**src/rtl/reg_stack_file_pkg.sv**
```systemverilog
// -----------------------------------------------------------------------------
// reg_stack_file_pkg
// Shared definitions for the register/stack file:
//   - clog2 helper and select / stack-pointer width derivation
//   - stack operation encoding (NONE, PUSH, POP, SWAP)
//   - error-cause constants (OVERFLOW, UNDERFLOW)
// Optional feature macro used elsewhere in this slice: REG_STACK_FILE_BYPASS_EN
// -----------------------------------------------------------------------------
package reg_stack_file_pkg;

    // Ceiling log2; clog2(1) = 0.
    function automatic int clog2(input int value);
        int r;
        r = 0;
        while ((1 << r) < value) begin
            r = r + 1;
        end
        return r;
    endfunction

    // Register select width; never narrower than one bit.
    function automatic int sel_width(input int num_regs);
        return (num_regs <= 2) ? 1 : clog2(num_regs);
    endfunction

    // Stack pointer counts entries 0..depth inclusive.
    function automatic int sp_width(input int depth);
        return clog2(depth + 1);
    endfunction

    // Stack index width (addresses 0..depth-1).
    function automatic int idx_width(input int depth);
        return (depth <= 2) ? 1 : clog2(depth);
    endfunction

    // Encoding chosen so that {push, pop} maps directly onto the operation.
    typedef enum logic [1:0] {
        OP_NONE = 2'b00,
        OP_POP  = 2'b01,
        OP_PUSH = 2'b10,
        OP_SWAP = 2'b11
    } stack_op_e;

    localparam logic [1:0] ERR_NONE      = 2'd0;
    localparam logic [1:0] ERR_OVERFLOW  = 2'd1;
    localparam logic [1:0] ERR_UNDERFLOW = 2'd2;

endpackage

```
**src/rtl/reg_stack_file_if.sv**
```systemverilog
// -----------------------------------------------------------------------------
// reg_stack_file_if
// Bundles every datapath/control signal of the register/stack file.
//   master : CPU side  (drives strobe, bus data, selects and stack commands)
//   slave  : reg_stack_file (drives read ports and stack status)
// Signals:
//   slow_clock_strb, bus_in, wr_en, mov_en, wr_sel, rd_sel, ra_sel, rb_sel,
//   push, pop, stk_sel, clr_err                        (master -> slave)
//   bus_out, ra_data, rb_data, sp, stk_empty, stk_full, stk_err (slave -> master)
// -----------------------------------------------------------------------------
interface reg_stack_file_if
    import reg_stack_file_pkg::*;
#(
    parameter int DATA_W      = 16,
    parameter int NUM_REGS    = 4,
    parameter int STACK_DEPTH = 8
);
    localparam int SEL_W = sel_width(NUM_REGS);
    localparam int SP_W  = sp_width(STACK_DEPTH);

    logic              slow_clock_strb;
    logic [DATA_W-1:0] bus_in;
    logic              wr_en;
    logic              mov_en;
    logic [SEL_W-1:0]  wr_sel;
    logic [SEL_W-1:0]  rd_sel;
    logic [SEL_W-1:0]  ra_sel;
    logic [SEL_W-1:0]  rb_sel;
    logic              push;
    logic              pop;
    logic [SEL_W-1:0]  stk_sel;
    logic              clr_err;

    logic [DATA_W-1:0] bus_out;
    logic [DATA_W-1:0] ra_data;
    logic [DATA_W-1:0] rb_data;
    logic [SP_W-1:0]   sp;
    logic              stk_empty;
    logic              stk_full;
    logic              stk_err;

    modport master (
        output slow_clock_strb, bus_in, wr_en, mov_en, wr_sel, rd_sel,
               ra_sel, rb_sel, push, pop, stk_sel, clr_err,
        input  bus_out, ra_data, rb_data, sp, stk_empty, stk_full, stk_err
    );

    modport slave (
        input  slow_clock_strb, bus_in, wr_en, mov_en, wr_sel, rd_sel,
               ra_sel, rb_sel, push, pop, stk_sel, clr_err,
        output bus_out, ra_data, rb_data, sp, stk_empty, stk_full, stk_err
    );
endinterface

```
**src/rtl/reg_stack_ctrl.sv**
```systemverilog
// -----------------------------------------------------------------------------
// reg_stack_ctrl
// Stack bookkeeping: owns the stack pointer, full/empty status and the sticky
// error flag, decodes PUSH/POP/SWAP and tells the storage in the top level
// which stack entry to write and which to read into a register.
// Ports:
//   clk, rst_n            clock, asynchronous active-low reset
//   strobe                step enable; nothing changes without it
//   push, pop, clr_err    stack commands
//   sp, stk_empty,
//   stk_full, stk_err     status
//   stack_wr, stack_wr_addr   write reg[STK_SEL] into stack entry
//   stack_rd_addr             entry feeding reg[STK_SEL] on pop/swap
//   reg_load                  reg[STK_SEL] takes stack_rd_data this edge
// -----------------------------------------------------------------------------
module reg_stack_ctrl
    import reg_stack_file_pkg::*;
#(
    parameter int STACK_DEPTH = 8,
    parameter int SP_W        = sp_width(STACK_DEPTH),
    parameter int IDX_W       = idx_width(STACK_DEPTH)
) (
    input  logic             clk,
    input  logic             rst_n,
    input  logic             strobe,
    input  logic             push,
    input  logic             pop,
    input  logic             clr_err,
    output logic [SP_W-1:0]  sp,
    output logic             stk_empty,
    output logic             stk_full,
    output logic             stk_err,
    output logic             stack_wr,
    output logic [IDX_W-1:0] stack_wr_addr,
    output logic [IDX_W-1:0] stack_rd_addr,
    output logic             reg_load
);
    logic [SP_W-1:0] sp_reg;
    logic [SP_W-1:0] sp_next;
    logic            err_reg;
    logic            err_next;
    logic [1:0]      err_cause;
    stack_op_e       op;

    assign stk_empty = (sp_reg == '0);
    assign stk_full  = (sp_reg == SP_W'(STACK_DEPTH));

    // Top of stack lives at sp-1; a plain push lands at sp.
    assign stack_rd_addr = IDX_W'(sp_reg - SP_W'(1));
    assign stack_wr_addr = (op == OP_PUSH) ? IDX_W'(sp_reg) : stack_rd_addr;

    always_comb begin
        op        = strobe ? stack_op_e'({push, pop}) : OP_NONE;
        sp_next   = sp_reg;
        stack_wr  = 1'b0;
        reg_load  = 1'b0;
        err_cause = ERR_NONE;
        case (op)
            OP_PUSH: begin
                if (!stk_full) begin
                    stack_wr = 1'b1;
                    sp_next  = sp_reg + SP_W'(1);
                end else begin
                    err_cause = ERR_OVERFLOW;
                end
            end
            OP_POP: begin
                if (!stk_empty) begin
                    reg_load = 1'b1;
                    sp_next  = sp_reg - SP_W'(1);
                end else begin
                    err_cause = ERR_UNDERFLOW;
                end
            end
            OP_SWAP: begin
                // Exchange top entry with the register; legal even when full.
                if (!stk_empty) begin
                    stack_wr = 1'b1;
                    reg_load = 1'b1;
                end else begin
                    err_cause = ERR_UNDERFLOW;
                end
            end
            default: ;
        endcase
    end

    // A new error wins over a clear requested on the same step.
    always_comb begin
        err_next = err_reg;
        if (strobe) begin
            if (err_cause != ERR_NONE) begin
                err_next = 1'b1;
            end else if (clr_err) begin
                err_next = 1'b0;
            end
        end
    end

    always_ff @(posedge clk or negedge rst_n) begin
        if (!rst_n) begin
            sp_reg  <= '0;
            err_reg <= 1'b0;
        end else begin
            sp_reg  <= sp_next;
            err_reg <= err_next;
        end
    end

    assign sp      = sp_reg;
    assign stk_err = err_reg;

endmodule

```
**src/rtl/reg_stack_file.sv**
```systemverilog
// -----------------------------------------------------------------------------
// reg_stack_file
// NUM_REGS general registers with bus write, immediate move, one bus read port
// and two ALU read ports, plus a STACK_DEPTH-entry hardware register stack.
// All state advances only on rising clk with slow_clock_strb high.
// Ports:
//   clk    system clock
//   rst_n  asynchronous active-low reset (clears registers, stack, SP, error)
//   bus    reg_stack_file_if.slave (all data/control/status signals)
// Optional: define REG_STACK_FILE_BYPASS_EN to forward the value being written
// on a strobed cycle to bus_out / ra_data / rb_data in the same cycle.
// -----------------------------------------------------------------------------
module reg_stack_file
    import reg_stack_file_pkg::*;
#(
    parameter int DATA_W      = 16,
    parameter int NUM_REGS    = 4,
    parameter int IMM_W       = 8,
    parameter int STACK_DEPTH = 8
) (
    input  logic                 clk,
    input  logic                 rst_n,
    reg_stack_file_if.slave      bus
);
    localparam int SEL_W = sel_width(NUM_REGS);
    localparam int SP_W  = sp_width(STACK_DEPTH);
    localparam int IDX_W = idx_width(STACK_DEPTH);

    logic [DATA_W-1:0] reg_file   [NUM_REGS];
    logic [DATA_W-1:0] reg_next   [NUM_REGS];
    logic [DATA_W-1:0] read_view  [NUM_REGS];
    logic [DATA_W-1:0] stack_mem  [STACK_DEPTH];
    logic [DATA_W-1:0] stack_next [STACK_DEPTH];

    logic              stack_wr;
    logic [IDX_W-1:0]  stack_wr_addr;
    logic [IDX_W-1:0]  stack_rd_addr;
    logic              reg_load;
    logic [SP_W-1:0]   sp;
    logic [DATA_W-1:0] push_data;
    logic [DATA_W-1:0] stack_rd_data;
    logic [DATA_W-1:0] mov_data;

    reg_stack_ctrl #(
        .STACK_DEPTH (STACK_DEPTH),
        .SP_W        (SP_W),
        .IDX_W       (IDX_W)
    ) u_ctrl (
        .clk           (clk),
        .rst_n         (rst_n),
        .strobe        (bus.slow_clock_strb),
        .push          (bus.push),
        .pop           (bus.pop),
        .clr_err       (bus.clr_err),
        .sp            (sp),
        .stk_empty     (bus.stk_empty),
        .stk_full      (bus.stk_full),
        .stk_err       (bus.stk_err),
        .stack_wr      (stack_wr),
        .stack_wr_addr (stack_wr_addr),
        .stack_rd_addr (stack_rd_addr),
        .reg_load      (reg_load)
    );

    assign bus.sp = sp;

    // Pushed value is always the pre-edge register contents.
    assign push_data     = reg_file[bus.stk_sel];
    assign stack_rd_data = stack_mem[stack_rd_addr];
    assign mov_data      = DATA_W'(bus.bus_in[IMM_W-1:0]);

    // Per-register next value. Priority: pop/swap load, then WR, then MOV.
    // reg_load is already qualified by the strobe inside the controller.
    generate
        for (genvar gi = 0; gi < NUM_REGS; gi++) begin : g_reg
            logic stk_hit;
            logic wr_hit;
            assign stk_hit = reg_load && (bus.stk_sel == SEL_W'(gi));
            assign wr_hit  = (bus.wr_sel == SEL_W'(gi));
            assign reg_next[gi] = stk_hit                 ? stack_rd_data :
                                  (bus.wr_en  && wr_hit)  ? bus.bus_in    :
                                  (bus.mov_en && wr_hit)  ? mov_data      :
                                                            reg_file[gi];
`ifdef REG_STACK_FILE_BYPASS_EN
            assign read_view[gi] = bus.slow_clock_strb ? reg_next[gi] : reg_file[gi];
`else
            assign read_view[gi] = reg_file[gi];
`endif
        end

        for (genvar gi = 0; gi < STACK_DEPTH; gi++) begin : g_stk
            assign stack_next[gi] = (stack_wr && (stack_wr_addr == IDX_W'(gi))) ?
                                    push_data : stack_mem[gi];
        end
    endgenerate

    always_ff @(posedge clk or negedge rst_n) begin
        if (!rst_n) begin
            reg_file  <= '{default: '0};
            stack_mem <= '{default: '0};
        end else if (bus.slow_clock_strb) begin
            reg_file  <= reg_next;
            stack_mem <= stack_next;
        end
    end

    assign bus.bus_out = read_view[bus.rd_sel];
    assign bus.ra_data = read_view[bus.ra_sel];
    assign bus.rb_data = read_view[bus.rb_sel];

endmodule

```
**src/flat_wrapper.sv**
```systemverilog
// flat-port wrapper written by rule: the top's interface ports become plain ports
module reg_stack_file_flat import reg_stack_file_pkg::*;
#(
    parameter int DATA_W      = 16,
    parameter int NUM_REGS    = 4,
    parameter int IMM_W       = 8,
    parameter int STACK_DEPTH = 8
)
  (clk, rst_n, bus_slow_clock_strb, bus_bus_in, bus_wr_en, bus_mov_en, bus_wr_sel, bus_rd_sel, bus_ra_sel, bus_rb_sel, bus_push, bus_pop, bus_stk_sel, bus_clr_err, bus_bus_out, bus_ra_data, bus_rb_data, bus_sp, bus_stk_empty, bus_stk_full, bus_stk_err);
  reg_stack_file_if #(.DATA_W(DATA_W), .NUM_REGS(NUM_REGS), .STACK_DEPTH(STACK_DEPTH)) bus_i ();
  input  logic clk;
  input  logic rst_n;
  input wire logic [$bits(bus_i.slow_clock_strb)-1:0] bus_slow_clock_strb;
  input wire logic [$bits(bus_i.bus_in)-1:0] bus_bus_in;
  input wire logic [$bits(bus_i.wr_en)-1:0] bus_wr_en;
  input wire logic [$bits(bus_i.mov_en)-1:0] bus_mov_en;
  input wire logic [$bits(bus_i.wr_sel)-1:0] bus_wr_sel;
  input wire logic [$bits(bus_i.rd_sel)-1:0] bus_rd_sel;
  input wire logic [$bits(bus_i.ra_sel)-1:0] bus_ra_sel;
  input wire logic [$bits(bus_i.rb_sel)-1:0] bus_rb_sel;
  input wire logic [$bits(bus_i.push)-1:0] bus_push;
  input wire logic [$bits(bus_i.pop)-1:0] bus_pop;
  input wire logic [$bits(bus_i.stk_sel)-1:0] bus_stk_sel;
  input wire logic [$bits(bus_i.clr_err)-1:0] bus_clr_err;
  output wire logic [$bits(bus_i.bus_out)-1:0] bus_bus_out;
  output wire logic [$bits(bus_i.ra_data)-1:0] bus_ra_data;
  output wire logic [$bits(bus_i.rb_data)-1:0] bus_rb_data;
  output wire logic [$bits(bus_i.sp)-1:0] bus_sp;
  output wire logic [$bits(bus_i.stk_empty)-1:0] bus_stk_empty;
  output wire logic [$bits(bus_i.stk_full)-1:0] bus_stk_full;
  output wire logic [$bits(bus_i.stk_err)-1:0] bus_stk_err;
  assign bus_i.slow_clock_strb = bus_slow_clock_strb;
  assign bus_i.bus_in = bus_bus_in;
  assign bus_i.wr_en = bus_wr_en;
  assign bus_i.mov_en = bus_mov_en;
  assign bus_i.wr_sel = bus_wr_sel;
  assign bus_i.rd_sel = bus_rd_sel;
  assign bus_i.ra_sel = bus_ra_sel;
  assign bus_i.rb_sel = bus_rb_sel;
  assign bus_i.push = bus_push;
  assign bus_i.pop = bus_pop;
  assign bus_i.stk_sel = bus_stk_sel;
  assign bus_i.clr_err = bus_clr_err;
  assign bus_bus_out = bus_i.bus_out;
  assign bus_ra_data = bus_i.ra_data;
  assign bus_rb_data = bus_i.rb_data;
  assign bus_sp = bus_i.sp;
  assign bus_stk_empty = bus_i.stk_empty;
  assign bus_stk_full = bus_i.stk_full;
  assign bus_stk_err = bus_i.stk_err;
  reg_stack_file #(.DATA_W(DATA_W), .NUM_REGS(NUM_REGS), .IMM_W(IMM_W), .STACK_DEPTH(STACK_DEPTH)) u_core (.clk(clk), .rst_n(rst_n), .bus(bus_i));
endmodule
```
**config.mk**
```make
export PLATFORM = sky130hd
export DESIGN_NAME = reg_stack_file_flat
export DESIGN_NICKNAME = d
export VERILOG_FILES = /design/src/rtl/reg_stack_file_pkg.sv /design/src/rtl/reg_stack_file_if.sv /design/src/rtl/reg_stack_ctrl.sv /design/src/rtl/reg_stack_file.sv /design/src/flat_wrapper.sv
export SDC_FILE = /design/constraint.sdc
export NUM_CORES = 1
export LEC_CHECK = 0
export CORE_ASPECT_RATIO = 1.1
export CORE_MARGIN = 5
export CORE_UTILIZATION = 25
export CTS_BUF_LIST = sky130_fd_sc_hd__clkbuf_16
export CTS_CLUSTER_DIAMETER = 100
export DETAILED_ROUTE_END_ITERATION = 10
export PLACE_DENSITY_LB_ADDON = 0.1
export SYNTH_ARGS = -nofsm -noshare
export SYNTH_HDL_FRONTEND = slang
export SYNTH_SLANG_ARGS = --single-unit
```
**constraint.sdc**
```tcl
create_clock -name clk -period 4.3 [get_ports clk]
set_input_delay 0.645 -clock clk [delete_from_list [all_inputs] [get_ports clk]]
set_output_delay 0.645 -clock clk [all_outputs]
set_load 0.005 [all_outputs]
```
# Word-level counts from Yosys, hierarchy flattened
# Index checks and enable logic that the tools add are counted.
[op_classes] n_eq_ne=19 bitwise=5 reduce_logical=46 addsub=2 n_lt_le_gt_ge=5 mux=41
[op_table] op="two-way mux 16 bit" n=22
[op_table] op="binary-select mux 16 bit (select 2 bit)" n=4
[op_table] op="binary-select mux 16 bit (select 3 bit)" n=1
[op_table] op="AND reduction 2 bit" n=13
[op_table] op="logical AND 1 bit" n=20
[op_table] op="== test 2 bit, second input constant" n=6
[op_table] op="== test 3 bit, second input constant" n=4
[op_table] op=">= comparator 3 bit, second input constant" n=4
[op_table] op="NOT 2 -> 3 bit" n=4
[op_table] op="nonzero test 3 bit" n=4
[op_table] op="two-way mux 4 bit" n=2
[op_table] op="one-hot mux 4 bit (2 select lines)" n=1
[op_table] op="== test 2 x 1 -> 1 bit, second input constant" n=3
[op_table] op="== test 3 x 2 -> 1 bit, second input constant" n=2
[op_table] op="two-way mux 1 bit" n=6
[op_table] op="nonzero test 2 bit" n=3
[op_table] op="adder 4 x 1 -> 4 bit, second input constant" n=1
[op_table] op="== test 4 bit, second input constant" n=1
[op_table] op=">= comparator 4 bit, second input constant" n=1
[op_table] op="logical NOT 2 bit" n=2
[op_table] op="logical NOT 4 bit" n=1
[op_table] op="two-way mux 2 bit" n=2
[op_table] op="inequality test 2 bit, second input constant" n=2
[op_table] op="NOT 3 -> 4 bit" n=1
[op_table] op="8 further kinds" n=8
[totals] regBits=197 in_bits=34 elab_cells=132 out_inout_bits=55

# Logic depth before layout (Yosys ltp)
[logic_depth] depth_word=7 depth_mapped=10 ltp_nobuf=6

# By module
# Synthesis repeated with hierarchy kept, for this count alone.
[unflattened] cells_unflattened=766 area_unflattened_um2=10991.8
[modules_own_cells] mod="reg_stack_file" seq_area_each_um2=4804.6 cells_each=706 area_per_inst_um2=10442.5 n_inst=1
[modules_own_cells] mod="reg_stack_ctrl" seq_area_each_um2=125.1 cells_each=60 area_per_inst_um2=549.3 n_inst=1

# Worst setup path after synthesis
# OpenSTA, ideal clock, no wires.
[synth_timing] path_kind="flip-flop to flip-flop" startpoint="register u_core.u_ctrl.sp_reg[0], in the netlist u_core.u_ctrl.sp[0]" endpoint="register u_core.stack_mem[69] in the netlist's numbering" period_less_slack_ns=2.703 setup_time_ns=0.125 setup_slack_ns=1.597 path_stages_with_launch=11 path_buffers=4 t_arrival_ns=2.579 required_time_ns=4.175 cell_sequence="dfrtp_1 > clkinv_1 > clkbuf_1 > ha_1 > clkbuf_1 > or2_2 > o22a_1 > nor2b_1 > buf_2 > buf_2 > mux2_2"
[synth_via] elab_chain_cells=5 elab_cells_between_ends=10 classes_between="add/sub (1); eq/ne (2); mux (4); reduce/logical (3)"
[synth_lines] item="start, declared" line="reg_stack_ctrl.sv:38" text="logic [SP_W-1:0] sp_reg;"
[synth_lines] item="start signal, assigned" line="reg_stack_ctrl.sv:105" text="sp_reg <= sp_next;"
[synth_lines] item="subtractor 4 x 1 -> 4 bit, or another cell as far along"
[synth_lines] item="two-way mux 3 bit, or another cell as far along" line="reg_stack_ctrl.sv:50" text="assign stack_wr_addr = (op == OP_PUSH) ? IDX_W'(sp_reg) : stack_rd_addr;"
[synth_lines] item="== test 3 x 2 -> 1 bit / one-hot mux 1 bit (2 select lines) (equally long branches)" line="reg_stack_file.sv:92, reg_stack_ctrl.sv:58"
[synth_lines] item="logical AND 1 bit (*)" line="reg_stack_file.sv:92" text="assign stack_next[gi] = (stack_wr && (stack_wr_addr == IDX_W'(gi))) ?"
[synth_lines] item="AND reduction 2 bit (no line) (*)"
[synth_lines] item="end signal, assigned" line="reg_stack_file.sv:103" text="stack_mem <= stack_next;"
[synth_lines] item="end, declared" line="reg_stack_file.sv:32" text="logic [DATA_W-1:0] stack_mem [STACK_DEPTH];"
# Mark *: on every way between the ends. The rest lies on a longest branch, timed or not.
# A chain may end at the register's enable or synchronous reset.

# Final worst setup path
[layout_timing] startpoint="register u_core.u_ctrl.sp_reg[1], in the netlist u_core.u_ctrl.sp[1]" endpoint="output bus_stk_empty"
[layout_via] elab_chain_cells=1
[layout_lines] item="logical NOT 4 bit" line="reg_stack_ctrl.sv:45" text="assign stk_empty = (sp_reg == '0);"
[layout_lines] item="end, declared" line="flat_wrapper.sv:29" text="output wire logic [$bits(bus_i.stk_empty)-1:0] bus_stk_empty;"
# No other way between the ends.

==> impl_results.md <==
* Outcome: completed
* Number of flops mapped to enable cells by yosys at 0
* Delay-heaviest family, CP: buffers and inverters
* Post-CTS Hold Fix Bufs at 0
* Leakage at 5.69 nW
* Rel. slew slack at between 20% and 30%
* Global placer's final weighted congestion at 0.737
* Synth cell types at 49
* Initial DRC count at 374
* Finished Layout Cells at ~1500
* Tmin final at 3.41 ns
* Vias in the first global route at around 7800
* YS warnings at 0
* Via density at 5.05
* First-pass GRT wire length at 53400 um
* Required @ worst endpoint at 3.65 ns
* Cell count after placement at 1441
* Storage cell area at 4930 um2
* Core box area at 43200 um2
* Post_cts resized at 0
* Ys flop type: dfrtp_1
* Drt first pass iters at 5
* CTS Buf Count at 17
* Critical path class: reg -> out
* Remaining global-route overflow at 0
* Gr usage total at 14.7%
* DIE WIDTH at about 210 um
* Clk root buf: clkbuf_16
* Routed Antenna Nets at 0
* R2r setup slk at 1.28 ns
* CP Capture Type: output port
* HPWL after detailed placement at 23200 um
* Final hold viol count at 0
* Area taken by multi-input logic gates at roughly 5700 um2
* Post-synth ARST share at 100%
* Initial antenna violation count at 1
* Cell Area, Synth at ~11000 um2
* Slew @ Worst Pin at 1.06 ns
* Hold Crit Class: in -> async
* Post-Place Cell Area at 12500 um2
* Fillers at 4404
* # DRC at 0
* Clock sink count at 197
* Synthesized flop and latch total at 197
* Net Count, Synth at 852
* Htree depth at 4
* Post-CTS setup buffers at 0
* CTS tree: built
* Final TNS setup at 0 ns
* Nets at between 900 and 1000
* Clk buf depth at 2
* Pins Over Slew Limit at 0
* Post-synthesis sequential area ratio at 45.2%
* Fin crit share at 79.2%
* Largest net degree at the start of global routing at 85
* Layout cells sized above 1 at 31.1%
* Layout area overhead at 19.6%
* Critical path buffers and inverters at 3
* Clk_lat worst skew at 0.45 ns
* Slowest stage cell, crit path: or3b_4
* Fmax at 293 MHz
* Starting Density at 25.2%
* PwrDens at 763 nW/um2
* Slowest stage delay, CP at 0.57 ns
* PortBufs at 88
* Most frequent cells in the layout: dfrtp_1, mux2_2, mux2i_1
* Total die area at 47900 um2
* RSZ-0062 raised after global routing: no
* Final setup violation count at 0
* Total routed wirelength at 35000 um
* DIE HEIGHT at roughly 230 um
* Worst vdd ir at 0.332 mV
* Max Cap Violations at 0
* Routed WL per cell at 23.8 um
* Final Cell Area at 13000 um2
* Largest register FFs at 128
* CP most frequent cell: inv_1
* Site Rows at 80
* Critical-path cell list: inv_1 -> ha_1 -> or3b_4 -> inv_1 -> clkdlybuf4s50_1
* Via count at 7431
* CTS clk-pin slew, worst paths at 0.08 ns
* Crit Path Max Fanout at 11
* Clock skew at 0.00949 ns
* ANT cells at 0
* Synthesized netlist cell count at 815
* Commonest non-fill, non-tap cell in the layout: dfrtp_1
* Syn Area/Cell at ~13 um2
* Critical path arrival at 2.76 ns
* Worst Setup Start Kind: register
* # IOs at 89
power breakdown:
group          switching (mW)  internal (mW)  total [mW]  leakage, nW
Combinational            2.56           2.41        4.97         2.89
Sequential              0.669           2.68        3.35         2.51
Clock                   0.729          0.898        1.63        0.282
Total                    3.96           5.99        9.94         5.69
cell usage after synthesis (2+ instances only):
| cell | count | area [um2] |
|---|---|---|
| or2_2 | 2 | 12.5 |
| nand2_2 | 3 | 18.8 |
| and3_1 | 2 | 12.5 |
| buf_6 | 3 | 33.8 |
| a32oi_1 | 24 | 210 |
| nor3_1 | 3 | 15.0 |
| o21ai_0 | 37 | 185 |
| o21ai_1 | 2 | 10.0 |
| xnor2_1 | 3 | 26.3 |
| buf_1 | 2 | 7.51 |
| ha_1 | 3 | 37.5 |
| dfrtp_1 | 197 | 4930 |
| clkbuf_1 | 25 | 93.8 |
| nand4b_1 | 2 | 17.5 |
| nand3_1 | 67 | 335 |
| a2111oi_4 | 4 | 110 |
| a22oi_1 | 8 | 60.1 |
| mux4_2 | 64 | 1440 |
| and3b_1 | 2 | 17.5 |
| inv_1 | 5 | 18.8 |
| and4b_1 | 2 | 20.0 |
| a21oi_1 | 3 | 15.0 |
| buf_4 | 2 | 15.0 |
| nand4_1 | 16 | 100 |
| mux2_2 | 136 | 1530 |
| nor2b_1 | 2 | 12.5 |
| nand2b_1 | 4 | 25.0 |
| mux2i_1 | 116 | 1160 |
| nand2_1 | 21 | 78.8 |
| xor2_1 | 2 | 17.5 |
| buf_2 | 34 | 170 |
| nor2_1 | 2 | 7.51 |
layout make-up:
class / instances / share of cell area, %
flip-flops and latches: 197 / 37.8
clock buffers: 17 / 3.26
inverters: 6 / 0.173
well taps: 574 / 5.51
multi-input cells: 546 / 43.5
repair buffers: 118 / 8.70
clock inverters: 13 / 1.08
cell families (layout without fill, tap and decap cells):
| logic type | count (synthesis) | in the layout | share of synthesized area (%) |
|---|---|---|---|
| mux | 316 | 316 | 37.9 |
| buf+inv | 72 | 154 | 3.14 |
| simple gates | 132 | 132 | 6.55 |
| fa+ha+maj | 3 | 3 | 0.344 |
| xor+xnor | 5 | 5 | 0.402 |
| flops | 197 | 197 | 45.2 |
| compound gates | 90 | 90 | 6.42 |
worst paths after layout:
check	startpoint	endpoint	depth (start not counted)
min in group clk	u_core.stack_mem[125]	u_core.stack_mem[125]	1
setup reg to reg	u_core.u_ctrl.sp[1]	u_core.read_view[21]	6
hold / removal	rst_n	u_core.read_view[50]	1
hold reg to reg	u_core.stack_mem[125]	u_core.stack_mem[125]	1
max in group asynchronous	rst_n	u_core.read_view[21]	2
setup / recovery	u_core.u_ctrl.sp[1]	bus_stk_empty	5
worst reg2reg max path, stage by stage, from the launching register on:
cell	delay, ns
dfrtp_1	0.50
inv_1	0.19
ha_1	0.47
or3b_4	0.57
nand2_1	0.69
buf_4	0.32
mux2i_1	0.21
metal layers:
layer	vias to the layer above	part of all wire, %	track usage [%]
met4	0	1.4	3.61
li1	3306	-	-
met5	-	0	0
met2	148	49	24.4
met3	28	3.0	2.08
met1	3949	47	20.2
stage by stage:
step / worst slack, ns / hold slack, ns / utilization [%] / power, mW
2_1_floorplan: 1.60 / 0.349 / - / 6.42
3_3_place_gp: 1.08 / 0.487 / 28.8 / 8.42
3_5_place_dp: 1.09 / 0.491 / 28.8 / 8.44
4_1_cts: 0.863 / 0.254 / 30.2 / 10.1
5_1_grt: 0.769 / 0.272 / 30.2 / 10.7
6_report: 0.893 / 0.222 / 30.2 / 9.94
No activity file was read; power rests on OpenSTA's default activity.
